**src/rtl/lcd_frame_arbiter.sv**
```systemverilog
// Frame-level arbiter sharing one PMOD CLS LCD command channel between two text feeders.
// Grants whole frames round-robin, drains the driver between owners, revokes stalled owners.
module lcd_frame_arbiter #(
    parameter int unsigned parm_fast_simulation = 0,
    parameter int unsigned parm_hold_timeout    = 12500
) (
    input  logic       i_clk_20mhz,
    input  logic       i_rst_20mhz,
    input  logic       i_ce_2_5mhz,
    input  logic [1:0] i_req,
    input  logic [1:0] i_wr_clear_display,
    input  logic [1:0] i_wr_text_line1,
    input  logic [1:0] i_wr_text_line2,
    input  logic       i_lcd_command_ready,
    output logic [1:0] o_gnt,
    output logic       o_lcd_wr_clear_display,
    output logic       o_lcd_wr_text_line1,
    output logic       o_lcd_wr_text_line2,
    output logic       o_text_sel,
    output logic       o_timeout_pulse,
    output logic       o_arb_is_idle
);

    localparam int unsigned HoldTimeout = (parm_fast_simulation != 0) ? 250 : parm_hold_timeout;
    localparam logic [23:0] HoldLast    = 24'(HoldTimeout - 1);

    typedef enum logic [1:0] {
        StArbIdle   = 2'd0,
        StArbGrant0 = 2'd1,
        StArbGrant1 = 2'd2,
        StArbDrain  = 2'd3
    } arb_state_e;

    arb_state_e  state_q, state_d;
    logic [23:0] timer_q, timer_d;
    logic        ptr_q, ptr_d;
    logic        sel_q, sel_d;
    logic        timeout_q, timeout_d;

    logic        owner;
    logic        winner;
    logic [2:0]  fwd;

    always_comb begin
        state_d   = state_q;
        timer_d   = timer_q;
        ptr_d     = ptr_q;
        sel_d     = sel_q;
        timeout_d = 1'b0;
        owner     = (state_q == StArbGrant1);
        winner    = 1'b0;
        fwd       = 3'b000;

        case (state_q)
            StArbIdle: begin
                if (i_lcd_command_ready && (i_req != 2'b00)) begin
                    // Tie goes to whoever did not own the channel last.
                    winner  = (i_req == 2'b11) ? ~ptr_q : i_req[1];
                    state_d = winner ? StArbGrant1 : StArbGrant0;
                    ptr_d   = winner;
                    sel_d   = winner;
                end
            end
            StArbGrant0, StArbGrant1: begin
                fwd = {i_wr_clear_display[owner], i_wr_text_line1[owner], i_wr_text_line2[owner]};
                if (!i_req[owner]) begin
                    state_d = StArbDrain;
                end else if (timer_q == HoldLast) begin
                    state_d   = StArbDrain;
                    timeout_d = 1'b1;
                end else if (fwd != 3'b000) begin
                    timer_d = '0;
                end else begin
                    timer_d = timer_q + 24'd1;
                end
            end
            StArbDrain: begin
                if (i_lcd_command_ready) begin
                    state_d = StArbIdle;
                end
            end
            default: begin
                state_d = StArbIdle;
            end
        endcase

        if (state_d != state_q) begin
            timer_d = '0;
        end
    end

    always_ff @(posedge i_clk_20mhz) begin
        if (i_rst_20mhz) begin
            state_q   <= StArbIdle;
            timer_q   <= '0;
            ptr_q     <= 1'b1;
            sel_q     <= 1'b0;
            timeout_q <= 1'b0;
        end else begin
            // Pulse lasts one system clock regardless of the enable rate.
            timeout_q <= i_ce_2_5mhz & timeout_d;
            if (i_ce_2_5mhz) begin
                state_q <= state_d;
                timer_q <= timer_d;
                ptr_q   <= ptr_d;
                sel_q   <= sel_d;
            end
        end
    end

    always_comb begin
        o_gnt                  = 2'b00;
        o_lcd_wr_clear_display = 1'b0;
        o_lcd_wr_text_line1    = 1'b0;
        o_lcd_wr_text_line2    = 1'b0;
        case (state_q)
            StArbGrant0: begin
                o_gnt                  = 2'b01;
                o_lcd_wr_clear_display = i_wr_clear_display[0];
                o_lcd_wr_text_line1    = i_wr_text_line1[0];
                o_lcd_wr_text_line2    = i_wr_text_line2[0];
            end
            StArbGrant1: begin
                o_gnt                  = 2'b10;
                o_lcd_wr_clear_display = i_wr_clear_display[1];
                o_lcd_wr_text_line1    = i_wr_text_line1[1];
                o_lcd_wr_text_line2    = i_wr_text_line2[1];
            end
            default: begin
                o_gnt = 2'b00;
            end
        endcase
    end

    assign o_text_sel      = sel_q;
    assign o_timeout_pulse = timeout_q;
    assign o_arb_is_idle   = (state_q == StArbIdle);

endmodule
```
**config.mk**
```make
export PLATFORM = sky130hd
export DESIGN_NAME = lcd_frame_arbiter
export DESIGN_NICKNAME = d
export VERILOG_FILES = /design/src/rtl/lcd_frame_arbiter.sv
export SDC_FILE = /design/constraint.sdc
export NUM_CORES = 1
export LEC_CHECK = 0
export ABC_AREA = 1
export CAP_MARGIN = 0
export CORE_MARGIN = 5
export CORE_UTILIZATION = 49
export DETAILED_ROUTE_END_ITERATION = 12
export PLACE_DENSITY = 0.72
export RECOVER_POWER = 25
export SLEW_MARGIN = 20
export SYNTH_ARGS = -nofsm -noshare
export SYNTH_HDL_FRONTEND = slang
export SYNTH_SLANG_ARGS = --single-unit
```
**constraint.sdc**
```tcl
create_clock -name i_clk_20mhz -period 2.2 [get_ports i_clk_20mhz]
set_clock_uncertainty 0.2 [all_clocks]
set_input_delay 0.44 -clock i_clk_20mhz [delete_from_list [all_inputs] [get_ports i_clk_20mhz]]
set_output_delay 0.44 -clock i_clk_20mhz [all_outputs]
set_load 0.05 [all_outputs]
```
; ---- Yosys cells after proc, flatten, opt, wreduce, memory -nomap -nowiden
; Cells that the tools add are included.
[word_totals]
reg_bits = 29
input_bits = 12
out_inout_bits = 8
elab_cells = 52
[classes]
n_addsub = 1
magnitude_cmp = 1
n_eq_ne = 7
n_mux = 27
bitwise_logic = 2
n_reduce_logical = 9
[ops]
columns = operator, count
row1 = $mux 24, 5
row2 = $add 24x1->24 const B, 1
row3 = $eq 24x14->1 const B, 1
row4 = $mux 1, 12
row5 = $mux 2, 5
row6 = $eq 2x2->1 const B, 3
row7 = $pmux 1 s2, 3
row8 = $pmux 2 s3, 1
row9 = $reduce_bool 2->1, 3
row10 = $pmux 2 s2, 1
row11 = $reduce_and 4->1, 1
row12 = $reduce_and 3->1, 1
row13 = $reduce_bool 3->1, 1
row14 = $eq 2x1->1 const B, 1
row15 = $logic_not 2->1, 1
row16 = $lt 1x2->1 const B, 1
row17 = $ne 2x1->1 const B, 1
row18 = $ne 2x2->1, 1
row19 = $reduce_or 2->1, 1
row20 = $and 1x1->1, 1
row21 = $logic_and 1x1->1, 1
row22 = $not 1->1, 1

; ---- Longest topological paths before layout
[depth]
word_depth = 9
ltp_mapped = 17
ltp_nobuf = 16

; ---- Worst setup path before layout
; OpenSTA, ideal clock, no wires.
[synth_timing]
path_type = reg2reg
from = register state_q[1]
to = register timer_q[11]
setup_ns = 0.128
arrival_time_ns = 2.119
required_time_ns = 1.872
path_slack_ns = -0.246
path_stages_with_launch = 13
n_path_buf = 1
period_less_slack_ns = 2.446
path_cell_list = dfxtp_1 -> inv_1 -> ha_1 -> o211ai_1 -> nand2_1 -> nand2_2 -> nand2_4 -> nand3_4 -> nand2_4 -> buf_2 -> nand3_1 -> nand2_1 -> nor2_1
[synth_between]
word_cells_on_any_way = 29
cone_classes = eq/ne: 5 / mux: 18 / reduce/logical: 6
[synth_lines]
columns = item, line
row1 = start: declaration, 34  ; arb_state_e state_q, state_d;
row2 = start signal: assignment, 94  ; state_q <= StArbIdle;
row3 = start signal: assignment, 103  ; state_q <= state_d;
row4 = $logic_not 2->1 (*), --
row5 = net o_arb_is_idle, 21  ; output logic o_arb_is_idle
row6 = $pmux 2 s3 (*), 54  ; case (state_q)
row7 = $ne 2x2->1 (*), 87  ; if (state_d != state_q) begin
row8 = $ne 2x1->1 (no source line) or $reduce_bool 2->1 (tied branches), --
row9 = $reduce_and 4->1 (no source line), --
row10 = end signal: assignment, 104  ; timer_q <= timer_d;
row11 = end: declaration, 35  ; logic [23:0] timer_q, timer_d;
; The timed path passes the listed nets; every way through them passes the cells marked *. The select of a mux whose other input is x is not followed.
; A chain may end at the register's enable or synchronous reset.

; ---- Worst setup path in the final report
[layout_timing]
from = register state_q[1]
to = output port o_lcd_wr_clear_display
[layout_between]
elab_chain_len = 2
word_cells_on_any_way = 3
cone_classes = eq/ne: 2 / mux: 1
[layout_lines]
columns = item, line
row1 = $eq 2x2->1 or $eq 2x1->1 (tied branches), 116  ; case (state_q)
row2 = $pmux 1 s2 (*), 116
row3 = end: declaration, 16  ; output logic o_lcd_wr_clear_display,
; Mark *: on every way between the ends. The rest lies on a longest branch, timed or not.

==> impl_results.md <==
- Worst Tran Pin Value: 519 ps
- # fillers: 368
- Max Cap Viol: 0
- Area grow syn2layout: 39.4%
- Site row count: 24
- Ys flop type: dfxtp_1
- Post-Synthesis Cells: 390
- Clock Tree Root: clkbuf_8
- H-Tree Depth: 2
- Cell Area, Placed: 0.00290 sq mm
- Avg Synthesized Cell Area: 5.88 sq um
- Die area: approximately 0.0061 sq mm
- Syn_nets: 409
- Worst-path clk slew: ~60 ps
- DR WL/cell: approximately 14 um
- Top post-synthesis cells by area: dfxtp_1 25%, nand2_1 16%, nor2_1 14%, nand3_1 7.4%, inv_1 6.1%
- VDD IR max: 0.373 mV
- Netlist cell types: 28
- Total Nets Final: 472
- Top cells by count, synth: 100 x nand2_1, 88 x nor2_1, 37 x inv_1
- Post-Route WL: 7140 um
- Num CTS Buffers: 5
- # IOs: 20
- Post-Syn Area: 0.00229 sq mm
- EDFF count, synth: 0
- Leak: 1.43 nW
- RSZ-0062 raised after global routing: true
- Maximum clock insertion buffer count: 2
- Hold/Removal Path Class: flip-flop to flip-flop
- DR iter-0 viols: 332
- Maximum clock rate: 466 MHz
- Via count: 2780
- Drt drc: 0
- Vias in the first global route: ~2500
- Min Tclk post-route: 2150 ps
- Worst setup path class: flip-flop to output pin
- Total core area: 0.00444 sq mm
- Clock Latency Late Sink: 280 ps
- Routability Congestion: about 0.99
- P per Cell Area: approximately 600 mW/mm^2
- N_diodes: 0
- CP endpoint kind: output pin
- Dominant cell type by area after synthesis: dfxtp_1
- Top-count cell post-synth: nand2_1
- CTS hold repair buffers: 0
- Setup violators final: 0
- Initial Util: 0.516
- Post-Layout Cell Count: 506
- Buffers on Ports: 19
- Slew Limit Headroom: 0.653
- Die height: 78.4 um
- CP Max Fanout: 4
- Status: finished, final reports clean
- Via/cell ratio: around 5.5
- Required @ worst endpoint: 1560 ps
- Sequential fraction of the synthesis area: 0.253
- Post-synth ARST share: 0
- First drt pass iteration count: 5
- Fraction of final layout cells with drive strength greater than 1: 0.233
- Routed Antenna Nets: 0
- Slew Viols, Final: 0
- Antenna violations before repair: 0
- # placed instances: 494
- Period Utilization, post-route: 0.976
- FF+latch count, synth: 29
- TNS Setup: 0 ps
- CP startpoint kind: flip-flop
- Sink Count: 29
- Global-route usage over all layers: 0.230
- Global-route wire length before repair: roughly 11000 um
- HPWL Detailed: 5000 um
- Final Hold Vio Count: 0
- Pin count of the biggest net entering global routing: 25
- Top cell type's share of synthesized area: 0.253
- Worst Path Arrival: 1510 ps
- Die Span X: 78.4 um
- Worst hold slack: around 260 ps
- CTS tree: done
- Design area: 0.00320 sq mm
- Remaining Overflow, GRT: 0
- Ys Warns: 0
==> repair_timing <==
| item | in CTS | in global routing |
|---|---|---|
| endpoints found under the hold margin | 0 | 0 |
| resized for setup | 11 | 44 |
| pin swaps | 0 | 16 |
| gates cloned | 0 | 1 |
| setup endpoints to repair | 23 | 27 |
| buffers inserted | 0 | 3 |
==> metal layers <==
| layer | wire length (um) | track usage | share of wire |
|---|---|---|---|
| met5 | 0 | 0 | 0 |
| met4 | 144 | 0.0664 | 0.020 |
| met1 | 3140 | 0.325 | 0.44 |
| met2 | 3190 | 0.358 | 0.45 |
| met3 | 667 | 0.0435 | 0.093 |
==> cells by family (layout without fill, tap and decap cells) <==
group,count (synthesis),count (layout),synth area share
flip-flops,29,29,0.253
AND/OR/NAND/NOR,272,273,0.524
AO/OA/AOI/OAI,17,17,0.0404
XOR/XNOR,14,14,0.0535
adder cells (fa/ha/maj),7,7,0.0382
buffers and inverters,51,114,0.0911
==> power breakdown <==
part / leakage (nW) / total, mW / switching [mW] / internal [mW]
clock: 0.0395 / 0.420 / 0.196 / 0.224
sequential: 0.242 / 0.662 / 0.0618 / 0.601
combinational: 1.15 / 0.868 / 0.516 / 0.352
==> area by class of cell <==
| class | instances | area (sq um) | area share |
|---|---|---|---|
| Sequential cell | 29 | 593 | 0.186 |
| Inverter | 40 | 158 | 0.0493 |
| Multi-Input combinational cell | 311 | 1670 | 0.521 |
| Tap cell | 52 | 65.1 | 0.0204 |
| Timing Repair Buffer | 66 | 634 | 0.198 |
| Clock buffer | 8 | 80.1 | 0.0250 |
==> worst max-delay path: stages (launching register included) <==
cell and delay [ps]:
dfxtp_4 380, inv_2 40, ha_2 310, inv_2 60
buf_6 130, a21oi_4 140, buf_12 150
==> final timing paths <==
kind,start,end,slack (ps),cells past startpoint
setup / recovery,state_q[1]$_SDFFE_PP0P_,o_lcd_wr_clear_display,50,6
setup reg to reg,timer_q[7]$_SDFFE_PP0P_,timer_q[12]$_SDFFE_PP0P_,60,12
hold reg to reg,o_text_sel$_SDFFE_PP0P_,o_text_sel$_SDFFE_PP0P_,260,2
hold / removal,o_text_sel$_SDFFE_PP0P_,o_text_sel$_SDFFE_PP0P_,260,2
==> cells in the final DEF, fill, tap and decap left out, types with 2 or more instances in the layout <==
cell type,n
a21oi_1,3
a21oi_2,2
a21oi_4,3
buf_12,6
buf_4,41
buf_6,2
buf_8,2
clkbuf_1,4
clkbuf_8,5
clkdlybuf4s50_1,9
dfxtp_1,21
dfxtp_2,7
dlymetal6s2s_1,4
ha_1,2
ha_2,3
ha_4,2
inv_1,34
inv_2,4
nand2_1,94
nand2_2,8
nand2_4,2
nand2_8,2
nand3_1,31
nand3_2,5
nand4_1,20
nor2_1,85
nor2_2,3
nor3_1,16
nor3_2,2
o21ai_0,5
o21ai_2,2
xnor2_1,2
xor2_1,12
==> state kept, by name (all words and copies together) (netlist names) <==
register         cells
ptr_q                1
timer_q             24
state_q              2
o_text_sel           1
o_timeout_pulse      1
==> through the flow <==
| stage | utilization | total power [mW] | setup slack (ps) |
|---|---|---|---|
| 3_5_place_dp | 0.653 | 1.43 | -396 |
| 3_3_place_gp | 0.653 | 1.42 | -315 |
| 4_1_cts | 0.682 | 1.87 | -1.28 |
| 6_report | 0.719 | 1.95 | 52.1 |
| 5_1_grt | 0.719 | 2.08 | -50.5 |
| 2_1_floorplan | - | 1.16 | -75.3 |
Note: power is estimated with default switching activity, not from simulation.
